## src/rtl/mux4_arb_pkg.sv

```systemverilog
// Shared definitions for the four-way round-robin mux arbiter.
//   arb_state_e : arbiter FSM states (IDLE, GRANT)
//   N_REQ       : number of requesters (fixed at 4, select is 2 bits)
//   SEL_W       : width of the mux select / requester index
//   onehot()    : converts a requester index into a one-hot grant vector
package mux4_arb_pkg;

    localparam int N_REQ = 4;
    localparam int SEL_W = 2;

    typedef enum logic [0:0] {
        IDLE  = 1'b0,
        GRANT = 1'b1
    } arb_state_e;

    function automatic logic [N_REQ-1:0] onehot(input logic [SEL_W-1:0] idx);
        logic [N_REQ-1:0] v;
        v      = '0;
        v[idx] = 1'b1;
        return v;
    endfunction

endpackage

```

## src/rtl/rr_pick4.sv

```systemverilog
// Combinational rotating-priority picker for four requesters.
// Scans i_req starting at i_ptr and wrapping modulo 4; the first set bit wins.
//   i_req [3:0] : request vector
//   i_ptr [1:0] : index with highest priority this round
//   o_any       : at least one request is set
//   o_idx [1:0] : winning index (equals i_ptr when o_any is low)
module rr_pick4
    import mux4_arb_pkg::*;
(
    input  logic [N_REQ-1:0] i_req,
    input  logic [SEL_W-1:0] i_ptr,
    output logic             o_any,
    output logic [SEL_W-1:0] o_idx
);

    always_comb begin
        o_any = 1'b0;
        o_idx = i_ptr;
        // Walk from the farthest offset back to offset 0 so that the candidate
        // closest to i_ptr is the last one written and therefore wins.
        for (int i = N_REQ - 1; i >= 0; i--) begin
            logic [SEL_W-1:0] cand;
            cand = i_ptr + SEL_W'(i);
            if (i_req[cand]) begin
                o_any = 1'b1;
                o_idx = cand;
            end
        end
    end

endmodule

```

## src/rtl/mux4_rr_arbiter.sv

```systemverilog
// Round-robin arbiter sharing one 4:1 mux between four requesters.
// Grants one requester at a time, drives the mux select and forwards the
// granted requester's beats downstream. A grant ends on an accepted final
// beat, when the requester drops its request, or after MAX_BEATS accepted
// beats, so no requester can hold the mux indefinitely.
//
// Handshake: a beat transfers on a rising edge where out_valid and out_ready
// are both high. out_valid depends only on the granted request (never on
// out_ready); out_ready while out_valid is low has no effect.
//
// Ports:
//   clk        : clock, rising edge
//   rst        : synchronous reset, active high
//   req  [3:0] : per-requester request, held while beats remain
//   last [3:0] : per-requester final-beat marker (only granted index used)
//   out_ready  : downstream accepts a beat this cycle
//   gnt  [3:0] : one-hot grant, registered
//   sel  [1:0] : mux select, registered, index of gnt (held between grants)
//   out_valid  : beat valid toward downstream
//   out_last   : current beat ends the grant
//   busy       : high while in GRANT state (exposes the FSM state)
module mux4_rr_arbiter
    import mux4_arb_pkg::*;
#(
    parameter int MAX_BEATS = 8,
    parameter int CNT_W     = 8
)
(
    input  logic             clk,
    input  logic             rst,
    input  logic [N_REQ-1:0] req,
    input  logic [N_REQ-1:0] last,
    input  logic             out_ready,
    output logic [N_REQ-1:0] gnt,
    output logic [SEL_W-1:0] sel,
    output logic             out_valid,
    output logic             out_last,
    output logic             busy
);

    if (MAX_BEATS < 1 || MAX_BEATS > 255 || (2 ** CNT_W) <= MAX_BEATS) begin : g_bad_params
        $error("mux4_rr_arbiter: MAX_BEATS must be 1..255 and fit in CNT_W bits");
    end

    arb_state_e       r_state;
    logic [N_REQ-1:0] r_gnt;
    logic [SEL_W-1:0] r_sel;
    logic [SEL_W-1:0] r_ptr;
    logic [CNT_W-1:0] r_beat_cnt;

    arb_state_e       w_state_nxt;
    logic [N_REQ-1:0] w_gnt_nxt;
    logic [SEL_W-1:0] w_sel_nxt;
    logic [SEL_W-1:0] w_ptr_nxt;
    logic [CNT_W-1:0] w_cnt_nxt;

    logic             w_any;
    logic [SEL_W-1:0] w_idx;
    logic             w_in_grant;
    logic             w_req_sel;
    logic             w_valid;
    logic             w_cnt_max;
    logic             w_last_beat;
    logic             w_accept;
    logic             w_release;

    rr_pick4 u_pick (
        .i_req (req),
        .i_ptr (r_ptr),
        .o_any (w_any),
        .o_idx (w_idx)
    );

    assign w_in_grant  = (r_state == GRANT);
    assign w_req_sel   = req[r_sel];
    assign w_valid     = w_in_grant & w_req_sel;
    assign w_cnt_max   = (r_beat_cnt == CNT_W'(MAX_BEATS - 1));
    assign w_last_beat = w_valid & (last[r_sel] | w_cnt_max);
    assign w_accept    = w_valid & out_ready;
    // Withdrawal implies no beat was accepted, since out_valid was low.
    assign w_release   = (w_accept & w_last_beat) | ~w_req_sel;

    always_ff @(posedge clk) begin
        if (rst) begin
            r_state    <= IDLE;
            r_gnt      <= '0;
            r_sel      <= '0;
            r_ptr      <= '0;
            r_beat_cnt <= '0;
        end else begin
            r_state    <= w_state_nxt;
            r_gnt      <= w_gnt_nxt;
            r_sel      <= w_sel_nxt;
            r_ptr      <= w_ptr_nxt;
            r_beat_cnt <= w_cnt_nxt;
        end
    end

    always_comb begin
        w_state_nxt = r_state;
        w_gnt_nxt   = r_gnt;
        w_sel_nxt   = r_sel;
        w_ptr_nxt   = r_ptr;
        w_cnt_nxt   = r_beat_cnt;
        case (r_state)
            IDLE: begin
                if (w_any) begin
                    w_state_nxt = GRANT;
                    w_gnt_nxt   = onehot(w_idx);
                    w_sel_nxt   = w_idx;
                    w_cnt_nxt   = '0;
                end
            end
            GRANT: begin
                if (w_release) begin
                    w_state_nxt = IDLE;
                    w_gnt_nxt   = '0;
                    // Just-served index drops to lowest priority next round.
                    w_ptr_nxt   = r_sel + 1'b1;
                end else if (w_accept) begin
                    w_cnt_nxt = r_beat_cnt + 1'b1;
                end
            end
            default: begin
                w_state_nxt = IDLE;
                w_gnt_nxt   = '0;
            end
        endcase
    end

    assign gnt       = r_gnt;
    assign sel       = r_sel;
    assign busy      = w_in_grant;
    assign out_valid = w_valid;
    assign out_last  = w_last_beat;

    a_gnt_onehot0 : assert property (@(posedge clk) disable iff (rst) $onehot0(gnt));
    a_gnt_busy    : assert property (@(posedge clk) disable iff (rst) ((gnt != '0) == busy));
    a_valid_busy  : assert property (@(posedge clk) disable iff (rst) (out_valid |-> busy));

endmodule

```

## config.mk

```make
export PLATFORM = sky130hd
export DESIGN_NAME = mux4_rr_arbiter
export DESIGN_NICKNAME = d
export VERILOG_FILES = /design/src/rtl/mux4_arb_pkg.sv /design/src/rtl/rr_pick4.sv /design/src/rtl/mux4_rr_arbiter.sv
export SDC_FILE = /design/constraint.sdc
export NUM_CORES = 1
export LEC_CHECK = 0
export CAP_MARGIN = 25
export CORE_ASPECT_RATIO = 1.4
export CORE_MARGIN = 2
export CORE_UTILIZATION = 44
export CTS_CLUSTER_DIAMETER = 120
export DETAILED_ROUTE_END_ITERATION = 7
export GPL_TIMING_DRIVEN = 0
export PLACE_DENSITY = 0.74
export SETUP_SLACK_MARGIN = 0.05
export SLEW_MARGIN = 15
export SYNTH_ARGS = -nofsm -noshare
export SYNTH_HDL_FRONTEND = slang
export SYNTH_SLANG_ARGS = --single-unit
```

## constraint.sdc

```tcl
create_clock -name clk -period 2.1 [get_ports clk]
set_clock_uncertainty 0.2 [all_clocks]
set_input_delay 0.42 -clock clk [delete_from_list [all_inputs] [get_ports clk]]
set_output_delay 0.42 -clock clk [all_outputs]
set_load 0.02 [all_outputs]
```

======== After elaboration in Yosys (flattened, before gate mapping) ========
Cells that the tools add are included.
W data, S select, Z words.
word-level totals
  register bits after elaboration ......... 17
  input bits .............................. 11
  output and inout bits ................... 9
  word-level logic and storage cells ...... 67
operators by class
  add/subtract/negate cells ............... 5
  $lt $le $gt $ge ......................... 7
  equality and inequality tests ........... 5
  mux-type cells .......................... 32
  bitwise logic cells ..................... 8
  reductions and logical operators ........ 5
operators by type and width
  kind                   count
  $mux W8                3
  $lt A2 B3 Y1 const B   6
  $pmux W8 S2            1
  $mux W1                13
  $bmux W1 S2            6
  $add A8 B1 Y8 const B  1
  $eq A8 B3 Y1 const B   1
  $mux W2                4
  $mux W4                2
  $pmux W4 S2            1
  $ne A2 B1 Y1 const B   3
  $reduce_and A2 Y1      3
  $add A2 B1 Y2 const B  2
  $add A2 B2 Y2 const B  2
  $and A1 B1 Y1          4
  $reduce_and A3 Y1      1
  $demux W1 S2           1
  $ge A2 B1 Y1 const B   1
  $ne A2 B2 Y1 const B   1
  $not A1 Y1             2
  $or A1 B1 Y1           2
  $pmux W1 S2            1
  $logic_and A1 B1 Y1    1

======== Depth between registers and ports, before layout ========
  depth in word-level cells ............... 13
  gate-level depth with buffers ........... 7
  mapped depth without buffers ............ 6

======== By module ========
From an unflattened synthesis, not the netlist that was laid out.
unflattened totals
  cells, all modules ...................... 141
  area, all modules ....................... 1,137.3 um2
by module, submodules not included
  module           instances  cells each  area each (um2)  sequential area each (um2)
  mux4_rr_arbiter  1          125         1,037.2          340.3
  rr_pick4         1          16          100.1            0.0

======== Worst setup path after synthesis ========
OpenSTA, ideal clock, no wires.
  kind .................................... register -> output
  from .................................... register r_sel[0], in the netlist sel[0]
  to ...................................... output port out_last
  arrival time ............................ 1.615 ns
  data required time ...................... 1.480 ns
  setup slack ............................. -0.135 ns
  cell stages (with the launch flop) ...... 5
  path buffers ............................ 1
  cells stage by stage .................... dfxtp_1 mux4_2 a31o_1 buf_6 nor2b_1
on the way
  longest elaborated chain between the ends .. 4
  elaborated cells between the ends (all ways) .. 7
  classes of those cells .................. mux (4); bitwise (3)
ends and longest elaborated chain
  element                                        RTL line                                      RTL
  start: declaration                             mux4_rr_arbiter.sv:47                         logic [SEL_W-1:0] r_sel;
  start signal: assignment                       mux4_rr_arbiter.sv:93                         r_sel <= w_sel_nxt;
  $bmux W1 S2, on equally long branches          mux4_rr_arbiter.sv:75, mux4_rr_arbiter.sv:78
  $mux W1, on equally long branches              mux4_rr_arbiter.sv:75, mux4_rr_arbiter.sv:78
  $and A1 B1 Y1 or $or A1 B1 Y1 (tied branches)  mux4_rr_arbiter.sv:76, mux4_rr_arbiter.sv:78
  $and A1 B1 Y1 (*)                              mux4_rr_arbiter.sv:78                         assign w_last_beat = w_valid & (last[r_sel] | w_cnt_max);
  end: declaration                               mux4_rr_arbiter.sv:37                         output logic out_last,
Mark *: on every way between the ends. The rest lies on a longest branch, timed or not. The select of a mux whose other input is x is not followed.

======== Worst setup path after layout ========
Same ends and word-level chain as after synthesis.

==> results.tsv <==
stage	metric	value	unit
setup_path	CP Data Required Time	1480	ps
sta	final period utilization	112	%
setup_path	worst-path maximum fanout	2	
pwr	VDD IR max	0.590	mV
route	number of violations reported at the end of detailed-routing iteration 0	14	
setup_path	R2R Path End	r_beat_cnt[0]$_SDFFE_PP0P_	
sta	peak clock frequency supported by timing	423	MHz
sta	RSZ-0062 raised after global routing	yes	
place	Final Wtd Congestion	0.790	
hold_path	hold path cells	2	
die	effective utilization at floorplan	47.3	%
sta	transition time of the tightest slew-check pin	608	ps
pwr	total power	0.000816	W
yosys	Post-Synthesis Net Count	122	
global_route	Global Route Usage Sum	20.8	%
yosys	Synth Area per Inst	8.59	um2
hold_path	hold endpoint	gnt[0]$_SDFFE_PP0P_	
place	quantity of I/O buffers inserted on ports	19	
sta	Slew headroom	59.2	%
setup_path	launching element of the worst setup path	sel[0]$_SDFFE_PP0P_	
job	number of maximum-capacitance violations	0	
clock_network	clock transition at the registers of the reported paths	110	ps
global_route	remaining global-route overflow	0	
yosys	Synth warnings	0	
pwr	reported leakage power	0.531	nW
sta	number of setup violations in the final report	10	
clock_network	root buffer selected by CTS	sky130_fd_sc_hd__clkbuf_4	
route	total vias in the final route	917	
layout	Antenna diodes	0	
clock_network	TritonCTS clock tree	built	
hold_path	source of the worst hold timing path	gnt[0]$_SDFFE_PP0P_	
layout	P&R area growth vs syn	44.6	%
setup_path	kind of launch point of the worst setup path	flop	
route	detailed-routing iteration count for the pre-antenna-repair pass	4	
die	die height	58.8	um
die	floorplan die area	0.00254	mm2
place	placed wire-length estimate after detailed placement	1600	um
setup_path	minimum setup slack among reg-to-reg paths	-110	ps
route	number of remaining DRC errors	0	
setup_path	cell with the biggest individual delay on the critical path	sky130_fd_sc_hd__mux4_2	
sta	worst hold slack after final layout	281	ps
sta	Total Negative Setup Slacks	-690	ps
setup_path	category of the critical setup timing path	flop to output port	
yosys	sequential cell area fraction in the yosys report	36.0	%
setup_path	Critical Path Sink Type	output port	
die	number of primary I/O pins	20	
global_route	first-pass GRT wire length	4060	um
global_route	number of global-route vias before repair	902	
yosys	Synth area leaders	sky130_fd_sc_hd__dfxtp_1, sky130_fd_sc_hd__xnor2_1, sky130_fd_sc_hd__a21oi_1	
hold_path	path category of the worst min-delay check	flop to flop	
yosys	Synth area leader	sky130_fd_sc_hd__dfxtp_1	
setup_path	buffering stage count on the worst path with inverters included	2	
setup_path	chain of cells forming the critical path	mux4_2, a31o_1, buf_6, nor2b_4, buf_6	
status	violated checks	negative setup slack	
clock_network	Longest Clk Path Bufs	2	
yosys	Yosys top cell area share	36.0	%
route	average vias per placed instance	5.66	
setup_path	origin of the critical flop-to-flop path	sel[0]$_SDFFE_PP0P_	
setup_path	delay contributed by the slowest stage of the critical path	490	ps
clock_network	TritonCTS Buffers	3	
pwr	PwrDens	598	mW/mm2
die	number of rows in the core area	19	
die	area inside the core boundary	0.00200	mm2
route	antenna violation net count after detailed routing	0	
yosys	post-synthesis cell type count	32	
setup_path	library cell appearing most often on the critical path	sky130_fd_sc_hd__buf_6	
clock_network	source-to-sink clock delay at the later pin of the worst-skew pair	300	ps
route	routed length per instance	14.7	um
sta	Worst Setup Slack, final	-261	ps
yosys	area of the mapped netlist	945	um2
clock_network	maximum level of the CTS H-tree	1	
setup_path	arrival time worst endpoint	1740	ps
yosys	Mapped Cells	110	
route	total length of routed wires	2380	um
layout	layout net count	154	
global_route	number of antenna violations at the first check in global routing	0	
die	horizontal die dimension	43.2	um
global_route	maximum number of pins on one net before global-route repair	11	
layout	share of layout cells above drive strength 1	27.0	%
yosys	FF+latch count, synth	17	
sta	minimum clock period after layout	2360	ps
setup_path	logic depth of the worst register-to-register path	7	
sta	Final Max Tran Viols	0	
clock_network	CTS Sinks	17	
sta	Hold Violations, Final	0	
setup_path	largest delay contributor family on the critical path	multiplexers	
status	status	complete, but fails checks	
-- timing repair --
item | 4_1_cts | 5_1_grt
hold endpoints to repair | 0 | 0
setup buffers | 5 | 3
pin swaps | 4 | 6
hold buffers | 0 | 0
setup endpoints to repair | 15 | 16
gates resized for setup | 37 | 8
-- final cells by class --
| class | instances | area [um2] |
|---|---|---|
| Multi-Input combinational cell | 83 | 671 |
| Inverter | 6 | 22.5 |
| Clock inverter | 1 | 5.00 |
| Fill cell | 173 | 631 |
| Sequential cell | 17 | 344 |
| Clock buffer | 3 | 22.5 |
| Tap cell | 21 | 26.3 |
| Buffer | 4 | 23.8 |
| Timing Repair Buffer | 27 | 251 |
-- layer usage --
metal / track usage, % / up-vias / share of wire [%]
met2: 38.8 / 15 / 57
met3: 2.76 / 4 / 1.8
met5: 0 / - / 0
met1: 23.4 / 448 / 40
met4: 7.79 / 0 / 1.2
li1: - / 450 / -
-- cells by family after synthesis --
kind of cell / after synthesis / share of synthesized area (%)
fa+ha+maj: 1 / 1.32
mux: 3 / 5.96
buf+inv: 10 / 4.90
simple gates: 48 / 28.9
xor+xnor: 7 / 6.49
flops: 17 / 36.0
compound gates: 24 / 16.4
-- sequential cells by signal, indices dropped and copies added, names as in the netlist --
signal and count:
r_ptr 2, busy 1, r_beat_cnt 8, gnt 4, sel 2
-- synthesized netlist by cell type --
| cell | instances |
|---|---|
| sky130_fd_sc_hd__ha_1 | 1 |
| sky130_fd_sc_hd__nand4_1 | 2 |
| sky130_fd_sc_hd__dfxtp_1 | 17 |
| sky130_fd_sc_hd__nand3_2 | 1 |
| sky130_fd_sc_hd__nor3_1 | 7 |
| sky130_fd_sc_hd__a21o_1 | 1 |
| sky130_fd_sc_hd__a31o_2 | 1 |
| sky130_fd_sc_hd__nand3_1 | 3 |
| sky130_fd_sc_hd__inv_1 | 6 |
| sky130_fd_sc_hd__or2_2 | 1 |
| sky130_fd_sc_hd__and2_1 | 2 |
| sky130_fd_sc_hd__a21oi_1 | 9 |
| sky130_fd_sc_hd__buf_2 | 1 |
| sky130_fd_sc_hd__xnor2_1 | 7 |
| sky130_fd_sc_hd__nand3b_1 | 1 |
| sky130_fd_sc_hd__buf_6 | 1 |
| sky130_fd_sc_hd__a31o_1 | 1 |
| sky130_fd_sc_hd__nor4_4 | 2 |
| sky130_fd_sc_hd__mux2_2 | 1 |
| sky130_fd_sc_hd__o32ai_1 | 2 |
| sky130_fd_sc_hd__nor4_1 | 1 |
| sky130_fd_sc_hd__a211oi_1 | 4 |
| sky130_fd_sc_hd__nor2_1 | 12 |
| sky130_fd_sc_hd__mux4_2 | 2 |
| sky130_fd_sc_hd__o21ai_0 | 4 |
| sky130_fd_sc_hd__a21bo_2 | 1 |
| sky130_fd_sc_hd__o211ai_1 | 1 |
| sky130_fd_sc_hd__nand2b_1 | 4 |
| sky130_fd_sc_hd__nor2b_1 | 3 |
| sky130_fd_sc_hd__nand2_1 | 8 |
| sky130_fd_sc_hd__or3_1 | 1 |
| sky130_fd_sc_hd__clkbuf_1 | 2 |
-- worst min-delay path, stage by stage (launching register included) --
cell,delay [ps]
sky130_fd_sc_hd__dfxtp_1,320
sky130_fd_sc_hd__inv_1,40
sky130_fd_sc_hd__o32ai_1,70
-- where the power goes --
group | switching [W] | leakage [nW] | internal [W]
sequential | 0.0000153 | 0.139 | 0.000340
combinational | 0.000147 | 0.374 | 0.000131
clock | 0.000111 | 0.0177 | 0.0000710
-- placed cells by master (no fill, tap or decap), types with 3 or more instances in the layout --
cell	Yosys	final
sky130_fd_sc_hd__nor3_4	0	4
sky130_fd_sc_hd__xnor2_1	7	7
sky130_fd_sc_hd__clkbuf_4	0	3
sky130_fd_sc_hd__nand3_1	3	3
sky130_fd_sc_hd__nor3_1	7	3
sky130_fd_sc_hd__inv_1	6	6
sky130_fd_sc_hd__buf_6	1	5
sky130_fd_sc_hd__o21ai_0	4	4
sky130_fd_sc_hd__nand2b_1	4	4
sky130_fd_sc_hd__a21oi_1	9	8
sky130_fd_sc_hd__nand2_1	8	7
sky130_fd_sc_hd__clkdlybuf4s50_1	0	7
sky130_fd_sc_hd__buf_4	0	6
sky130_fd_sc_hd__dlygate4sd2_1	0	9
sky130_fd_sc_hd__nor2_1	12	11
sky130_fd_sc_hd__dfxtp_1	17	16
-- worst max-delay path by stage --
stage / cells past startpoint / slack [ps] / end
after detailed placement: 6 / -860 / out_last
after CTS: 5 / -260 / out_last
after floorplan: 4 / 50 / out_last
final: 5 / -260 / out_last
after global placement: 6 / -830 / out_last
after global routing: 5 / -310 / out_last
-- per-stage QoR --
step	cell area (um2)	std cells	util [%]	setup slack (ps)
global placement	1170	150	58.5	-832
floorplan	951	110	-	51.6
CTS	1310	159	65.5	-257
finish	1370	162	68.4	-261
detailed placement	1170	150	58.5	-860
global route	1370	162	68.4	-306
Power figures use the tool's default switching activity.
